<file path="src/rtl/inert_resp_pkg.sv">
// Shared definitions for the Z-gyro SPI responder: register map, identity value
// and the frame-handling FSM states.
package inert_resp_pkg;

    localparam logic [6:0] ADDR_INT_CTRL = 7'h0D;
    localparam logic [6:0] ADDR_WHO_AM_I = 7'h0F;
    localparam logic [6:0] ADDR_GYRO_CFG = 7'h11;
    localparam logic [6:0] ADDR_CTRL5    = 7'h14;
    localparam logic [6:0] ADDR_STATUS   = 7'h1E;
    localparam logic [6:0] ADDR_YAW_L    = 7'h26;
    localparam logic [6:0] ADDR_YAW_H    = 7'h27;

    localparam logic [7:0] WHO_AM_I_DEFAULT = 8'h6A;

    typedef enum logic [1:0] {
        ST_IDLE,
        ST_CMD,
        ST_DATA,
        ST_COMMIT
    } spi_state_t;

endpackage

</file>
<file path="src/rtl/spi_serf_sync.sv">
// Two-flop synchronizer followed by an edge-detect flop for one SPI pin.
module spi_serf_sync (
    input  logic clk,
    input  logic rst,
    input  logic pin,
    output logic level,
    output logic rise,
    output logic fall
);

    logic meta_reg;
    logic sync_reg;
    logic prev_reg;

    always_ff @(posedge clk or posedge rst) begin
        if (rst) begin
            meta_reg <= 1'b0;
            sync_reg <= 1'b0;
            prev_reg <= 1'b0;
        end else begin
            meta_reg <= pin;
            sync_reg <= meta_reg;
            prev_reg <= sync_reg;
        end
    end

    assign level = sync_reg;
    assign rise  = sync_reg & ~prev_reg;
    assign fall  = ~sync_reg & prev_reg;

endmodule

</file>
<file path="src/rtl/inert_sensor_resp.sv">
// SPI responder standing in for the inertial sensor's Z-gyro: 16-bit command
// frames, config registers, periodic yaw sampling and a data-ready interrupt.
module inert_sensor_resp
    import inert_resp_pkg::*;
#(
    parameter int         SAMPLE_PERIOD = 16384,
    parameter logic [7:0] WHO_AM_I_VAL  = WHO_AM_I_DEFAULT
) (
    input  logic                clk,
    input  logic                rst,
    input  logic                SS_n,
    input  logic                SCLK,
    input  logic                MOSI,
    output logic                MISO,
    output logic                INT,
    input  logic signed [15:0]  yaw_rt_in,
    output logic                init_done
);

    localparam int             CW   = $clog2(SAMPLE_PERIOD);
    localparam logic [CW-1:0]  LAST = CW'(SAMPLE_PERIOD - 1);

    logic ss_level_unused, ss_rise, ss_fall;
    logic sclk_level_unused, sclk_rise, sclk_fall;
    logic mosi_lvl, mosi_rise_unused, mosi_fall_unused;

    spi_serf_sync u_sync_ss (
        .clk(clk), .rst(rst), .pin(SS_n),
        .level(ss_level_unused), .rise(ss_rise), .fall(ss_fall)
    );
    spi_serf_sync u_sync_sclk (
        .clk(clk), .rst(rst), .pin(SCLK),
        .level(sclk_level_unused), .rise(sclk_rise), .fall(sclk_fall)
    );
    spi_serf_sync u_sync_mosi (
        .clk(clk), .rst(rst), .pin(MOSI),
        .level(mosi_lvl), .rise(mosi_rise_unused), .fall(mosi_fall_unused)
    );

    spi_state_t    state_reg, state_next;
    logic [4:0]    rise_cnt_reg;
    logic [15:0]   rx_reg;
    logic [7:0]    rd_byte_reg;
    logic          miso_reg;
    logic [7:0]    int_ctrl_reg, gyro_cfg_reg, ctrl5_reg;
    logic          ovr_reg, int_reg;
    logic [15:0]   sample_reg;
    logic [7:0]    shadow_reg;
    logic [2:0]    wr_seen_reg;
    logic [CW-1:0] cnt_reg;

    logic       shifting;
    logic [6:0] cmd_addr;
    logic [7:0] rd_mux;
    logic       commit, wr_en, rd_yaw_h, rd_status, wrap;

    assign shifting = (state_reg == ST_CMD || state_reg == ST_DATA) && sclk_rise && !ss_rise;
    // Address as it will stand once the 8th command bit has been shifted in.
    assign cmd_addr = {rx_reg[5:0], mosi_lvl};

    always_comb begin
        rd_mux = 8'h00;
        case (cmd_addr)
            ADDR_INT_CTRL: rd_mux = int_ctrl_reg;
            ADDR_WHO_AM_I: rd_mux = WHO_AM_I_VAL;
            ADDR_GYRO_CFG: rd_mux = gyro_cfg_reg;
            ADDR_CTRL5:    rd_mux = ctrl5_reg;
            ADDR_STATUS:   rd_mux = {7'd0, ovr_reg};
            ADDR_YAW_L:    rd_mux = shadow_reg;
            ADDR_YAW_H:    rd_mux = sample_reg[15:8];
            default:       rd_mux = 8'h00;
        endcase
    end

    always_comb begin
        state_next = state_reg;
        case (state_reg)
            ST_IDLE:   if (ss_fall) state_next = ST_CMD;
            ST_CMD: begin
                if (ss_rise)
                    state_next = ST_IDLE;
                else if (sclk_rise && rise_cnt_reg == 5'd7)
                    state_next = ST_DATA;
            end
            ST_DATA: begin
                if (ss_rise)
                    state_next = (rise_cnt_reg == 5'd16) ? ST_COMMIT : ST_IDLE;
                else if (sclk_rise && rise_cnt_reg == 5'd16)
                    state_next = ST_IDLE;   // a 17th rise spoils the frame
            end
            ST_COMMIT: state_next = ST_IDLE;
            default:   state_next = ST_IDLE;
        endcase
    end

    always_ff @(posedge clk or posedge rst) begin
        if (rst) state_reg <= ST_IDLE;
        else     state_reg <= state_next;
    end

    always_ff @(posedge clk or posedge rst) begin
        if (rst) begin
            rise_cnt_reg <= '0;
            rx_reg       <= '0;
            rd_byte_reg  <= '0;
            miso_reg     <= 1'b0;
        end else begin
            if (state_reg == ST_IDLE && ss_fall) begin
                rise_cnt_reg <= '0;
            end else if (shifting) begin
                rx_reg       <= {rx_reg[14:0], mosi_lvl};
                rise_cnt_reg <= rise_cnt_reg + 5'd1;
            end
            if (shifting && state_reg == ST_CMD && rise_cnt_reg == 5'd7)
                rd_byte_reg <= rx_reg[6] ? rd_mux : 8'h00;
            if (state_next != ST_DATA)
                miso_reg <= 1'b0;
            else if (state_reg == ST_DATA && sclk_fall)
                miso_reg <= rd_byte_reg[3'd7 - rise_cnt_reg[2:0]];
        end
    end

    assign commit    = (state_reg == ST_COMMIT);
    assign wr_en     = commit && !rx_reg[15];
    assign rd_yaw_h  = commit && rx_reg[15] && rx_reg[14:8] == ADDR_YAW_H;
    assign rd_status = commit && rx_reg[15] && rx_reg[14:8] == ADDR_STATUS;
    assign wrap      = int_ctrl_reg[1] && cnt_reg == LAST;

    always_ff @(posedge clk or posedge rst) begin
        if (rst) begin
            int_ctrl_reg <= '0;
            gyro_cfg_reg <= '0;
            ctrl5_reg    <= '0;
            wr_seen_reg  <= '0;
            cnt_reg      <= '0;
            sample_reg   <= '0;
            shadow_reg   <= '0;
            int_reg      <= 1'b0;
            ovr_reg      <= 1'b0;
        end else begin
            if (wr_en) begin
                case (rx_reg[14:8])
                    ADDR_INT_CTRL: begin int_ctrl_reg <= rx_reg[7:0]; wr_seen_reg[0] <= 1'b1; end
                    ADDR_GYRO_CFG: begin gyro_cfg_reg <= rx_reg[7:0]; wr_seen_reg[1] <= 1'b1; end
                    ADDR_CTRL5:    begin ctrl5_reg    <= rx_reg[7:0]; wr_seen_reg[2] <= 1'b1; end
                    default: ;
                endcase
            end
            if (!int_ctrl_reg[1] || wrap) cnt_reg <= '0;
            else                          cnt_reg <= cnt_reg + 1'b1;
            if (wrap)     sample_reg <= yaw_rt_in;
            // Shadow captures the pre-wrap sample even when both land together.
            if (rd_yaw_h) shadow_reg <= sample_reg[7:0];
            if (wrap)          int_reg <= 1'b1;
            else if (rd_yaw_h) int_reg <= 1'b0;
            if (wrap && int_reg && !rd_yaw_h) ovr_reg <= 1'b1;
            else if (rd_status)               ovr_reg <= 1'b0;
        end
    end

    assign MISO      = miso_reg;
    assign INT       = int_reg;
    assign init_done = &wr_seen_reg;

endmodule

</file>
<file path="config.mk">
export PLATFORM = sky130hd
export DESIGN_NAME = inert_sensor_resp
export DESIGN_NICKNAME = d
export VERILOG_FILES = /design/src/rtl/inert_resp_pkg.sv /design/src/rtl/spi_serf_sync.sv /design/src/rtl/inert_sensor_resp.sv
export SDC_FILE = /design/constraint.sdc
export NUM_CORES = 1
export LEC_CHECK = 0
export BUFFER_PORTS_ARGS = -buffer_cell sky130_fd_sc_hd__buf_2
export CAP_MARGIN = 10
export CORE_MARGIN = 1
export CORE_UTILIZATION = 35
export DETAILED_ROUTE_END_ITERATION = 8
export REMOVE_ABC_BUFFERS = 1
export SLEW_MARGIN = 0
export SYNTH_ARGS = -nofsm -noshare
export SYNTH_HDL_FRONTEND = slang
export SYNTH_HIERARCHICAL = 1
export SYNTH_SLANG_ARGS = --single-unit
</file>
<file path="constraint.sdc">
create_clock -name clk -period 5.9 [get_ports clk]
set_input_delay 0.59 -clock clk [delete_from_list [all_inputs] [get_ports clk]]
set_output_delay 0.59 -clock clk [all_outputs]
set_load 0.005 [all_outputs]
</file>
==> run metrics <==
CP startpoint kind register; run status completed; number of core rows 43; antenna-violating nets left 0; I/O Buffers 23; CP Launch Point u_sync_mosi/level; TritonCTS clock tree built; CTS buffer count 9; Worst Path Max Fanout 13; detailed placer's ending HPWL 6836 um; Sw Share 0.2733; TritonRoute pass-1 iters 4; antenna violations before repair 0; P_leak 2.537 nW; layout cells sized above 1 0.2792; Cell Pwr Density 305.6 nW/um^2; Psw 468.5 uW; DR iter-0 viols 204; Clk network pwr share 0.381; diode count 0; FF+latch area 2678 um^2; global-route wire length before repair 16750 um; RSZ-0062 raised after global routing false; Post-Syn Area 5016 um^2; Slew HR 0.1915; post-CTS setup buffers 0; final setup vio count 0; max_cap viols 0; number of global-route vias before repair 3208; post-DR vias/cell 5.133; part of the cycle the worst path needs 0.4248; CTS max path bufs 2; Power Total 1.715 mW; CP Class reg2reg; footprint of the multi-input gates 2187 um^2; largest net degree at the start of global routing 62; H-tree depth 3; CORE AREA 13930 um^2; WP data arrival 2.77 ns; Sink Count 107; Die X 121.7 um; io pins 24; Flop pwr share 0.492; Nets 461; die area 14810 um^2; Syn Inst Count 415; Syn. warnings 6; Worst VDD drop 0.1392 mV; routed len/inst 15.67 um; Worst Skew 0.008119 ns; Layout fillers 1300; max-slew violation count 0; cts hold-fix bufs 0; r2r startpoint u_sync_mosi/level; Crit path required time 6.16 ns; initial core utilization 0.3600; GRT Total Usage 0.1476; DRC errors left 0; cell-internal power 1.246 mW; min-delay worst type in2async; final worst path period need 2.506 ns; final hold violation count 0; Die Span Y 121.7 um; grt total ovfl 0; DRT Wirelength 9671 um; Setup TNS 0 ns; CTS Root Cell clkbuf_16; Logic pwr share 0.126; fmax 399.0 MHz; clk_lat worst skew 0.35 ns; Post-CTS Resized 0; Slew @ Worst Pin 1.196 ns; crit end category register; Reg clk slew, reported paths 0.07 ns; via count 3167; Syn Area/Cell 12.09 um^2; Layout area overhead 11.85%; RePlAce Congestion 0.8034
## per-layer routing
layer	part of all wire	vias to the layer above	global-route usage	wire [um]
li1	-	1528	-	-
met1	0.48	1576	0.1984	4657
met2	0.46	49	0.2269	4470
met3	0.035	14	0.03792	343
met4	0.021	0	0.05941	199
met5	0	-	0	0
## critical path, stage by stage (launching register included)
cell	delay, ns
dfrtp_1	0.73
nor4bb_1	0.81
buf_2	0.30
nand2_1	0.06
a41o_1	0.32
o21ai_0	0.20
## path summary, 6_finish.rpt
check | cells past startpoint | end | slack [ns]
worst max-delay path | 5 | rd_byte_reg[0] | 3.39
worst min-delay path | 2 | u_sync_mosi/level | 0.14
worst max register to register | 5 | rd_byte_reg[0] | 3.39
worst min register to register | 0 | u_sync_ss/level | 0.36
max in group asynchronous | 3 | gyro_cfg_reg[4] | 4.49
min in group clk | 1 | u_sync_sclk/meta_reg | 0.35
## cell type report
class / count / area share
Clock buffer: 10 / 0.04260
Clock inverter: 6 / 0.01740
Inverter: 13 / 0.009144
Multi-Input combinational cell: 275 / 0.3898
Sequential cell: 107 / 0.4773
Tap cell: 180 / 0.04014
Timing Repair Buffer: 26 / 0.02364
## per-stage QoR
stage / worst slack [ns] / utilization / hold WS, ns / instance area, um^2 / cells
after floorplan: 2.720 / - / 0.3312 / 4913 / 395
after global placement: 3.317 / 0.3778 / 0.3375 / 5264 / 599
after detailed placement: 3.487 / 0.3785 / 0.3355 / 5274 / 601
after CTS: 3.468 / 0.4026 / 0.1284 / 5610 / 617
after global routing: 3.207 / 0.4026 / 0.1439 / 5610 / 617
final: 3.394 / 0.4026 / 0.1398 / 5610 / 617
## cell usage in the layout (no fill, tap or decap), types with 9 or more instances in the layout
master / n
dfrtp_1: 107
mux2_2: 63
nand3_1: 36
nand2_1: 26
buf_2: 25
nor2_1: 18
inv_1: 12
o21ai_0: 11
and4_1: 9
xnor2_1: 9
clkbuf_16: 9
## power groups by stage
stage | Clock, mW | Combinational, mW | Sequential, mW
finish | 0.654 | 0.216 | 0.844
CTS | 0.675 | 0.217 | 0.844
detailed placement | 0 | 0.215 | 0.858
floorplan | 0 | 0.162 | 0.833
global route | 0.711 | 0.244 | 0.855
global placement | 0 | 0.208 | 0.855
Note: power is estimated with default switching activity, not from simulation.
